$ cat src/rtl/accum_pkg.sv
// Shared types and constants for the streaming accumulator.
// FSM encoding plus signed-limit helpers keyed by operand width.
package accum_pkg;

  typedef enum logic [1:0] {
    IDLE = 2'd0,
    ACC  = 2'd1,
    DONE = 2'd2
  } state_e;

  localparam int ACC_W_MAX = 64;

  // Largest positive two's-complement value for an n-bit word.
  function automatic logic [ACC_W_MAX-1:0] smax_f(input int n);
    smax_f = (64'd1 << (n - 1)) - 64'd1;
  endfunction

  function automatic logic [ACC_W_MAX-1:0] smin_f(input int n);
    smin_f = 64'd1 << (n - 1);
  endfunction

endpackage

$ cat src/rtl/accum_nbit_addsub_core.sv
// Combinational N-bit add/subtract with carry-out and carry into the MSB.
// Subtract is a + ~b + 1 so cout is the inverted borrow.
module addsub_core #(
  parameter int N = 8
) (
  input  logic [N-1:0] a_i,
  input  logic [N-1:0] b_i,
  input  logic         sub_i,
  output logic [N-1:0] sum_o,
  output logic         cout_o,
  output logic         c_msb_o
);

  logic [N-1:0] bx;
  logic [N-1:0] lo;
  logic [1:0]   hi;

  assign bx = sub_i ? ~b_i : b_i;

  assign lo = {1'b0, a_i[N-2:0]}
            + {1'b0, bx[N-2:0]}
            + {{(N-1){1'b0}}, sub_i};

  assign c_msb_o = lo[N-1];

  assign hi = {1'b0, a_i[N-1]}
            + {1'b0, bx[N-1]}
            + {1'b0, c_msb_o};

  assign sum_o  = {hi[0], lo[N-2:0]};
  assign cout_o = hi[1];

endmodule

$ cat src/rtl/accum_nbit.sv
// Streaming add/sub accumulator with sticky carry/overflow and beat count.
// Define ACCUM_NBIT_SAT_EN to clamp on signed overflow instead of wrapping.
module accum_nbit
  import accum_pkg::*;
#(
  parameter int N     = 8,
  parameter int CNT_W = 4
) (
  input  logic             clk,
  input  logic             rst,
  input  logic             in_valid,
  output logic             in_ready,
  input  logic [N-1:0]     in_data,
  input  logic             in_sub,
  input  logic             in_last,
  output logic             out_valid,
  input  logic             out_ready,
  output logic [N-1:0]     out_sum,
  output logic             out_carry,
  output logic             out_ovf,
  output logic [CNT_W-1:0] out_count
);

  state_e state_q, state_d;

  logic [N-1:0]     acc_q, acc_d;
  logic             carry_q, carry_d;
  logic             ovf_q, ovf_d;
  logic [CNT_W-1:0] cnt_q, cnt_d;

  logic [N-1:0] sum;
  logic         cout;
  logic         c_msb;
  logic         b_carry;
  logic         b_ovf;
  logic [N-1:0] res;
  logic         accept;
  logic         take;

  addsub_core #(.N(N)) u_core (
    .a_i    (acc_q),
    .b_i    (in_data),
    .sub_i  (in_sub),
    .sum_o  (sum),
    .cout_o (cout),
    .c_msb_o(c_msb)
  );

  assign accept  = in_valid && in_ready;
  assign take    = out_valid && out_ready;
  assign b_carry = (!in_sub && cout) || (in_sub && !cout);
  assign b_ovf   = c_msb ^ cout;

`ifdef ACCUM_NBIT_SAT_EN
  localparam logic [N-1:0] SMAX = N'(smax_f(N));
  localparam logic [N-1:0] SMIN = N'(smin_f(N));

  // Clamp direction follows the sign of the pre-add total.
  always_comb begin
    res = sum;
    if (b_ovf) res = acc_q[N-1] ? SMIN : SMAX;
  end
`else
  assign res = sum;
`endif

  always_ff @(posedge clk) begin
    if (rst) begin
      state_q <= IDLE;
      acc_q   <= '0;
      carry_q <= 1'b0;
      ovf_q   <= 1'b0;
      cnt_q   <= '0;
    end else begin
      state_q <= state_d;
      acc_q   <= acc_d;
      carry_q <= carry_d;
      ovf_q   <= ovf_d;
      cnt_q   <= cnt_d;
    end
  end

  always_comb begin
    state_d = state_q;
    unique case (state_q)
      IDLE, ACC: if (accept) state_d = in_last ? DONE : ACC;
      DONE:      if (take) state_d = IDLE;
      default:   state_d = IDLE;
    endcase
  end

  always_comb begin
    in_ready  = 1'b1;
    out_valid = 1'b0;
    unique case (state_q)
      IDLE, ACC: in_ready = 1'b1;
      DONE: begin
        in_ready  = 1'b0;
        out_valid = 1'b1;
      end
      default: in_ready = 1'b1;
    endcase
  end

  always_comb begin
    acc_d   = acc_q;
    carry_d = carry_q;
    ovf_d   = ovf_q;
    cnt_d   = cnt_q;
    if (accept) begin
      acc_d   = res;
      carry_d = carry_q | b_carry;
      ovf_d   = ovf_q | b_ovf;
      if (cnt_q != {CNT_W{1'b1}}) cnt_d = cnt_q + CNT_W'(1);
    end else if (take) begin
      acc_d   = '0;
      carry_d = 1'b0;
      ovf_d   = 1'b0;
      cnt_d   = '0;
    end
  end

  assign out_sum   = acc_q;
  assign out_carry = carry_q;
  assign out_ovf   = ovf_q;
  assign out_count = cnt_q;

endmodule

$ cat config.mk
export PLATFORM = sky130hd
export DESIGN_NAME = accum_nbit
export DESIGN_NICKNAME = d
export VERILOG_FILES = /design/src/rtl/accum_pkg.sv /design/src/rtl/accum_nbit_addsub_core.sv /design/src/rtl/accum_nbit.sv
export SDC_FILE = /design/constraint.sdc
export NUM_CORES = 1
export LEC_CHECK = 0
export CAP_MARGIN = 40
export CORE_MARGIN = 2
export CORE_UTILIZATION = 45
export CTS_CLUSTER_DIAMETER = 60
export CTS_CLUSTER_SIZE = 24
export DETAILED_ROUTE_END_ITERATION = 8
export PLACE_DENSITY = 0.82
export SYNTH_ARGS = -nofsm -noshare
export SYNTH_HDL_FRONTEND = slang
export SYNTH_SLANG_ARGS = --single-unit
$ cat constraint.sdc
create_clock -name clk -period 3.79 [get_ports clk]
set_input_delay 0.9475 -clock clk [delete_from_list [all_inputs] [get_ports clk]]
set_output_delay 0.9475 -clock clk [all_outputs]
set_load 0.005 [all_outputs]
==> impl_metrics.py, run 1 <==
metrics = {
    "run_status": {
        "status": "complete, no violations",
    },
    "floorplan": {
        "placementRows": 16,
        "ioPinCount": 30,
        "die_area_um2": 2560,
        "start_util_pct": 48.8,
        "die_w_um": 50.6,
        "core_area_um2": 2000,
        "die_h_um": 50.6,
    },
    "layout": {
        "utilization_pct": 66.1,
        "fillers": 183,
        "fin_nets": 167,
        "drive_above_1_share_pct": 5.59,
        "area_growth_pct": 35.6,
        "diodes": 0,
        "layout.cells.non_filler": 170,
    },
    "min_path": {
        "hp-class": "flip-flop to flip-flop",
        "hold_path_depth": 1,
        "min_from": "state_q[1]$_SDFFE_PP0P_",
        "min_to": "state_q[0]$_SDFFE_PP0P_",
    },
    "global_routing": {
        "grt_pass1_wl_mm": 3.62,
        "grt_pass1_vias": 855,
        "antenna_found_initial": 0,
        "track_usage_pct": 18.6,
        "grt_max_degree": 11,
        "overflow": 0,
    },
    "power": {
        "sw_frac_of_total_pct": 31.3,
        "power_density_nw_per_um2": 402,
        "power_frac_seq_pct": 38.9,
        "switchingPower_uw": 167,
        "p_int_uw": 366,
        "p_comb_share_pct": 39.7,
        "pwr-share-clk_pct": 21.4,
        "p_leak_uw": 0.000566,
        "peakVddDrop_v": 0.000288,
    },
    "logic_synthesis": {
        "syn_avg_cell_area_um2": 8.71,
        "syn_inst": 112,
        "synth-edff-count": 0,
        "ys.flop_type": "dfxtp_1",
        "yosysUniqueCellTypes": 30,
        "seq_area_frac_synth_pct": 32.8,
        "synth-async-reset-ratio_pct": 0,
        "synth-seq-cells": 16,
        "yosys_warnings": 0,
        "syn_nets": 135,
        "synth_area_um2": 976,
    },
    "routing": {
        "first_iter_violations": 7,
        "ant_nets": 0,
        "first_pass_iters": 4,
        "wl_per_cell_um": 12.3,
        "drc_errors": 0,
        "route.vias.total": 861,
        "vias_per_cell": 5.06,
        "totalWireLength_mm": 2.10,
    },
    "cts": {
        "cts.path.max_buffers": 2,
        "ctsHtreeMaxLevel": 1,
        "postCtsSetupBuffers": 0,
        "cts_hold_buf": 0,
        "tritoncts": "yes",
        "cts.clk_slew.worst_paths_ns": 0.09,
        "insertion_delay_ns": 0.29,
        "cts_buffers": 3,
        "clock-sinks": 16,
        "clock-root-buffer": "clkbuf_4",
        "cts-resized-gates": 0,
    },
    "sta": {
        "tightest_slew_ns": 0.396,
        "hold_viol_final": 0,
        "setup_violations": 0,
        "finClkSkew_ns": 0.000480,
        "fmax_mhz": 298,
        "rsz0062_at_grt": "no",
        "min_period_ns": 3.36,
        "fin_crit_sh_pct": 88.6,
        "fin_hold_ws_ns": 0.471,
        "relSlewSlack_pct": 73.5,
        "slew_violations": 0,
        "fin_setup_tns_ns": 0,
    },
    "flow_run": {
        "maxCapViolations": 0,
    },
    "worst_setup_path": {
        "cpMostUsedCell": "xor2_1",
        "worstSetupPathType": "input pin to flip-flop",
        "worst-r2r-cell-count": 7,
        "ff2ff_setup_slack_ns": 1.61,
        "cp-end-kind": "flip-flop",
        "worst-path-buf-inv": 2,
        "cp_max_fo": 6,
        "worstReg2RegEnd": "out_ovf$_SDFFE_PP0P_",
        "crit_chain": "clkdlybuf4s50_1 -> buf_4 -> xor2_1 -> ha_1 -> nand2_1 -> o21ai_0 -> a21o_1 -> fa_1 -> xor2_1 -> a22o_1",
        "critPathLaunchType": "input pin",
        "critPathMaxStageDelay_ns": 0.65,
        "cp_data_arrival_time_ns": 3.55,
        "cpMaxStageDelayCell": "clkdlybuf4s50_1",
        "crit_required_ns": 3.98,
        "crit_family": "buffers and inverters",
        "crit_start": "in_sub",
        "reg2reg_from": "out_sum[2]$_SDFFE_PP0P_",
    },
    "place": {
        "port_buffers": 29,
        "gp_congestion": 0.798,
        "hpwl_mm": 1.70,
        "dp_cells": 166,
    },
}
placed cells by master (no fill, tap or decap), types with 3 or more instances in the layout:
master / n
nor2_1: 13
dfxtp_1: 16
clkbuf_4: 3
clkdlybuf4s50_1: 29
inv_1: 5
nand2_1: 9
ha_1: 7
a22o_1: 4
nand3_1: 6
a21oi_1: 10
o21ai_0: 5
xor2_1: 11
metal layers:
layer	part of all wire, %	GRT usage (%)	wire, um	up-vias
li1	-	-	-	452
met3	4.3	6.25	91	2
met1	48	22.8	1010	391
met5	0	0	0	-
met2	47	30.7	983	16
met4	0.71	5.41	15	0
final cells by class:
class / count / area (um2) / area share [%]
Tap cell: 27 / 33.8 / 2.55
Sequential cell: 16 / 320 / 24.2
Inverter: 5 / 18.8 / 1.42
Clock buffer: 4 / 36.3 / 2.74
Timing Repair Buffer: 30 / 298 / 22.5
Multi-Input combinational cell: 88 / 617 / 46.6
worst reg2reg max path, cell delays in order, from the launching register on:
cell and delay, ns:
dfxtp_1 0.34, ha_1 0.35, a21oi_1 0.15, o21ai_0 0.17
a21o_1 0.23, fa_1 0.44, xor2_1 0.19, a22o_1 0.20
metrics by stage:
| stage | total power (uW) | area (um2) | worst slack [ns] |
|---|---|---|---|
| global placement | 416 | 1290 | 0.238 |
| detailed placement | 422 | 1290 | 0.123 |
| floorplan | 341 | 976 | 0.867 |
| global route | 568 | 1320 | 0.312 |
| CTS | 536 | 1320 | 0.419 |
| finish | 532 | 1320 | 0.434 |
cell usage after synthesis, drive strengths merged, types with 4 or more instances:
library cell,n,share of area (%)
a21oi,10,5.1
a22o,4,3.6
dfxtp,16,33
ha,7,9.0
inv,5,1.9
nand2,9,3.5
nand3,6,3.1
nor2,13,5.0
o21ai,5,2.6
xor2,11,9.9
worst max-delay path by stage:
stage / slack [ns] / cells past startpoint / endpoint
after floorplan: 0.87 / 9 / out_ovf$_SDFFE_PP0P_
after global placement: 0.24 / 10 / out_ovf$_SDFFE_PP0P_
after detailed placement: 0.12 / 10 / out_ovf$_SDFFE_PP0P_
after CTS: 0.42 / 10 / out_ovf$_SDFFE_PP0P_
after global routing: 0.31 / 11 / out_carry$_SDFFE_PP0P_
final: 0.43 / 10 / out_ovf$_SDFFE_PP0P_
kinds of logic after synthesis:
family,after synthesis,share of synthesized area (%)
and+or+nand+nor,35,16.8
DFF,16,32.8
muxes,2,2.18
AOI/OAI and AO/OA,29,19.5
buffers and inverters,8,3.97
adders and majority gates,9,13.1
xor gates and xnor gates,13,11.7
power by group through the flow:
stage / sequential (uW) / combinational [uW] / clock [uW]
finish: 207 / 211 / 114
global route: 211 / 236 / 121
CTS: 207 / 213 / 116
detailed placement: 211 / 211 / 0
global placement: 210 / 205 / 0
floorplan: 210 / 131 / 0
registers in the layout, indices dropped and copies added, names as in the netlist:
name,cells
out_carry,1
state_q,2
out_count,4
out_sum,8
out_ovf,1
(Power assumes the default switching activity.)
==> run 2, diff against run 1 <==
==> constraint.sdc (replaced) <==
create_clock -name clk -period 3.79 [get_ports clk]
set_input_delay 0.379 -clock clk [delete_from_list [all_inputs] [get_ports clk]]
set_output_delay 0.379 -clock clk [all_outputs]
set_load 0.005 [all_outputs]
==> impl_metrics.py, run 2 (same netlist as run 1, synthesis figures left out) <==
metrics = {
    "routing": {
        "vias_per_cell": 5.18,
        "wl_per_cell_um": 12.2,
        "highest_layer": "met4",
        "first_pass_iters": 4,
        "wl_met1_um": 949,
        "wl_met3_um": 85,
        "ant_nets": 0,
        "routed-wl-met2_um": 999,
        "route.vias.total": 875,
        "drc_errors": 0,
        "totalWireLength_mm": 2.06,
        "first_iter_violations": 25,
    },
    "layout": {
        "fin_nets": 166,
        "largest_register_ff_count": 8,
        "final_common_cell": "clkdlybuf4s50_1",
        "seq_area_um2": 320,
        "fillers": 167,
        "diodes": 0,
        "drive_above_1_share_pct": 4.93,
        "multi_input_area_um2": 617,
        "mostFrequentLayoutCells": "29 x clkdlybuf4s50_1, 16 x dfxtp_1, 13 x nor2_1, 11 x xor2_1, 10 x a21oi_1",
        "utilization_pct": 65.8,
        "area_growth_pct": 34.9,
        "final_area_um2": 1320,
    },
    "sta": {
        "fin_hold_ws_ns": 0.477,
        "tightest_slew_ns": 0.525,
        "rsz0062_at_grt": "no",
        "fin_crit_sh_pct": 76.2,
        "fin_setup_tns_ns": 0,
        "relSlewSlack_pct": 64.9,
        "hold_viol_final": 0,
        "finClkSkew_ns": 0.00436,
        "slew_violations": 0,
        "fmax_mhz": 346,
        "min_period_ns": 2.89,
        "setup_violations": 0,
    },
    "floorplan": {
        "start_util_pct": 48.8,
        "die_area_um2": 2560,
        "placementRows": 16,
        "core_area_um2": 2000,
        "ioPinCount": 30,
        "die_w_um": 50.6,
        "die_h_um": 50.6,
    },
    "place": {
        "hpwl_mm": 1.63,
        "port_buffers": 29,
        "gp_congestion": 0.764,
        "dpl_cell_area_um2": 1280,
    },
    "global_routing": {
        "grt_pass1_wl_mm": 3.44,
        "overflow": 0,
        "grt_max_degree": 11,
        "antenna_found_initial": 0,
        "track_usage_pct": 17.7,
        "grt_pass1_vias": 826,
    },
    "power": {
        "total_power_uw": 529,
        "p_leak_uw": 0.000561,
        "power_density_nw_per_um2": 402,
        "peakVddDrop_v": 0.000271,
    },
    "worst_setup_path": {
        "cp_max_fo": 9,
        "cp-end-kind": "flip-flop",
        "critPathLaunchType": "input pin",
        "cp_data_arrival_time_ns": 3.08,
        "cpMaxStageDelayCell": "clkdlybuf4s50_1",
        "crit_chain": "clkdlybuf4s50_1 -> xor2_1 -> ha_1 -> a21oi_1 -> o21ai_0 -> a21o_1 -> fa_1 -> xor2_1 -> a21oi_1 -> nor2_1",
        "worstSetupPathType": "input pin to flip-flop",
        "critPathMaxStageDelay_ns": 0.68,
        "crit_required_ns": 3.98,
        "worst-path-buf-inv": 1,
        "crit_family": "adder cells",
    },
    "cts": {
        "tritoncts": "yes",
        "clock-sinks": 16,
        "postCtsSetupBuffers": 0,
        "cts_hold_buf": 0,
        "cts_buffers": 3,
        "cts.clk_slew.worst_paths_ns": 0.09,
        "insertion_delay_ns": 0.29,
        "cts-resized-gates": 0,
        "cts.path.max_buffers": 2,
        "ctsHtreeMaxLevel": 1,
        "clock-root-buffer": "clkbuf_4",
    },
    "run_status": {
        "status": "complete, no violations",
    },
    "flow_run": {
        "maxCapViolations": 0,
    },
    "min_path": {
        "hp-class": "flip-flop to flip-flop",
    },
}
[run 2: where the power goes]
group / internal, uW / total, uW / leakage (uW) / switching, uW
Combinational: 117 / 209 / 0.000409 / 92.3
Sequential: 189 / 206 / 0.000131 / 17.0
Clock: 58.6 / 113 / 0.0000210 / 54.8
[run 2: final timing paths]
| check | cells after the start | to | slack (ns) | from |
|---|---|---|---|---|
| max | 10 | out_carry$_SDFFE_PP0P_ | 0.90 | in_sub |
| min | 1 | state_q[0]$_SDFFE_PP0P_ | 0.48 | state_q[1]$_SDFFE_PP0P_ |
| max reg2reg | 8 | out_carry$_SDFFE_PP0P_ | 1.61 | out_sum[2]$_SDFFE_PP0P_ |
| min reg2reg | 1 | state_q[0]$_SDFFE_PP0P_ | 0.48 | state_q[1]$_SDFFE_PP0P_ |
[run 2: cell type report]
class | instances | area share, %
Inverter | 5 | 1.43
Tap cell | 27 | 2.57
Timing Repair Buffer | 29 | 22.1
Clock buffer | 4 | 2.76
Multi-Input combinational cell | 88 | 46.9
Sequential cell | 16 | 24.3
[run 2: routing by layer]
metal,up-vias,GRT usage [%]
met2,17,30.3
met1,406,21.3
li1,448,-
met3,4,5.65
met4,0,4.50
met5,-,0
[run 2: metrics by stage]
stage | worst slack (ns) | std cells
final | 0.900 | 169
after global routing | 0.736 | 169
after CTS | 0.916 | 169
after detailed placement | 0.611 | 165
after global placement | 0.724 | 165
after floorplan | 1.44 | 112
==> run 3, diff against run 2 <==
--- a/config.mk
+++ b/config.mk
@@ -7,11 +7,11 @@
 export LEC_CHECK = 0
 export CAP_MARGIN = 40
 export CORE_MARGIN = 2
-export CORE_UTILIZATION = 45
+export CORE_UTILIZATION = 41
 export CTS_CLUSTER_DIAMETER = 60
 export CTS_CLUSTER_SIZE = 24
 export DETAILED_ROUTE_END_ITERATION = 8
-export PLACE_DENSITY = 0.82
+export PLACE_DENSITY = 0.79
 export SYNTH_ARGS = -nofsm -noshare
 export SYNTH_HDL_FRONTEND = slang
 export SYNTH_SLANG_ARGS = --single-unit
==> constraint.sdc (replaced) <==
create_clock -name clk -period 2.4 [get_ports clk]
set_input_delay 0.24 -clock clk [delete_from_list [all_inputs] [get_ports clk]]
set_output_delay 0.24 -clock clk [all_outputs]
set_load 0.005 [all_outputs]
==> impl_metrics.py, run 3 (same netlist as run 1, synthesis figures left out) <==
metrics = {
    "floorplan": {
        "start_util_pct": 43.7,
        "die_area_um2": 2790,
        "die_h_um": 52.8,
        "die_w_um": 52.8,
        "placementRows": 17,
        "ioPinCount": 30,
        "core_area_um2": 2230,
    },
    "routing": {
        "drc_errors": 0,
        "wl_met3_um": 81,
        "wl_per_cell_um": 11.8,
        "highest_layer": "met4",
        "first_pass_iters": 4,
        "route.vias.total": 936,
        "ant_nets": 0,
        "first_iter_violations": 18,
        "totalWireLength_mm": 2.18,
        "wl_met1_mm": 1.06,
        "vias_per_cell": 5.09,
        "routed-wl-met2_mm": 1.03,
    },
    "cts": {
        "ctsHtreeMaxLevel": 1,
        "insertion_delay_ns": 0.30,
        "cts.path.max_buffers": 2,
        "cts_buffers": 3,
        "clock-root-buffer": "clkbuf_4",
        "cts.clk_slew.worst_paths_ns": 0.10,
        "clock-sinks": 16,
        "postCtsSetupBuffers": 0,
        "tritoncts": "yes",
    },
    "global_routing": {
        "antenna_found_initial": 0,
        "grt_pass1_vias": 872,
        "track_usage_pct": 17.4,
        "overflow": 0,
        "grt_max_degree": 11,
        "grt_pass1_wl_mm": 3.59,
    },
    "worst_setup_path": {
        "critPathLaunchType": "input pin",
        "reg2reg_from": "out_sum[2]$_SDFFE_PP0P_",
        "worstSetupPathType": "input pin to flip-flop",
        "crit_required_ns": 2.60,
        "ff2ff_setup_slack_ns": 0.31,
        "cp-end-kind": "flip-flop",
        "cp_max_fo": 4,
        "cp_data_arrival_time_ns": 2.47,
        "worst-r2r-cell-count": 7,
        "worstReg2RegEnd": "out_ovf$_SDFFE_PP0P_",
    },
    "run_status": {
        "status": "complete, no violations",
    },
    "place": {
        "dpl_cell_area_um2": 1390,
        "hpwl_mm": 1.73,
        "gp_congestion": 0.778,
        "port_buffers": 29,
    },
    "layout": {
        "mostFrequentLayoutCells": "28 x clkdlybuf4s50_1, 16 x dfxtp_1, 14 x buf_4, 13 x nor2_1, 11 x xor2_1",
        "final_common_cell": "clkdlybuf4s50_1",
        "drive_above_1_share_pct": 13.5,
        "final_area_um2": 1420,
        "fin_nets": 180,
        "largest_register_ff_count": 8,
        "fillers": 193,
        "diodes": 0,
        "utilization_pct": 63.6,
        "area_growth_pct": 45.6,
        "seq_area_um2": 320,
        "multi_input_area_um2": 617,
    },
    "sta": {
        "fin_crit_sh_pct": 94.6,
        "hold_viol_final": 0,
        "setup_violations": 0,
        "slew_violations": 0,
        "fmax_mhz": 441,
        "rsz0062_at_grt": "no",
        "fin_hold_ws_ns": 0.473,
        "finClkSkew_ns": 0.00783,
        "relSlewSlack_pct": 73.7,
        "min_period_ns": 2.27,
        "fin_setup_tns_ns": 0,
        "tightest_slew_ns": 0.393,
    },
    "power": {
        "power_density_nw_per_um2": 628,
        "total_power_uw": 893,
        "p_leak_uw": 0.000632,
        "peakVddDrop_v": 0.000504,
    },
    "min_path": {
        "hold_path_depth": 1,
        "hp-class": "flip-flop to flip-flop",
        "min_to": "state_q[0]$_SDFFE_PP0P_",
        "min_from": "state_q[1]$_SDFFE_PP0P_",
    },
    "flow_run": {
        "maxCapViolations": 0,
    },
}
run 3: worst max-delay path by stage:
stage                     cells past startpoint  slack (ns)                     end  startpoint
final                                         9        0.13    out_ovf$_SDFFE_PP0P_  in_data[2]
after global routing                         10      0.0005  out_carry$_SDFFE_PP0P_  in_data[4]
after global placement                       10       -0.31    out_ovf$_SDFFE_PP0P_      in_sub
after detailed placement                     10       -0.39    out_ovf$_SDFFE_PP0P_      in_sub
after CTS                                     9        0.10    out_ovf$_SDFFE_PP0P_  in_data[2]
after floorplan                               9        0.18    out_ovf$_SDFFE_PP0P_      in_sub
run 3: metrics by stage:
step                      instances  worst slack [ns]
after floorplan                 112             0.184
after global placement          180            -0.307
after detailed placement        180            -0.392
after CTS                       184             0.102
after global routing            184          0.000491
final                           184             0.130
run 3: worst max-delay path, cell delays in order:
cell and delay (ns):
clkdlybuf4s50_1 0.47, xor2_1 0.15, ha_1 0.29, a21oi_1 0.17
o21ai_1 0.13, a21o_1 0.21, fa_1 0.45, xor2_1 0.18
a22o_1 0.19
run 3: repair_timing:
action                                  CTS  global route
endpoints found under the setup margin    3             1
gates resized for setup                   1             1
hold buffers                              0             0
run 3: per-layer routing:
layer	up-vias	track usage, %
met1	434	22.1
met4	0	5.13
li1	482	-
met2	18	28.5
met3	2	4.57
met5	-	0
run 3: power by group:
group | total, uW | leakage [uW] | switching, uW | internal (uW)
Combinational | 382 | 0.000480 | 159 | 223
Clock | 185 | 0.0000210 | 92.5 | 92.6
Sequential | 326 | 0.000131 | 27.1 | 299
Total | 893 | 0.000632 | 278 | 615
run 3: area by class of cell:
type                    count  area share (%)
multi-input cells          88            43.4
repair buffers             43            27.7
flip-flops and latches     16            22.5
clock buffers               4            2.55
well taps                  28            2.46
inverters                   5            1.32
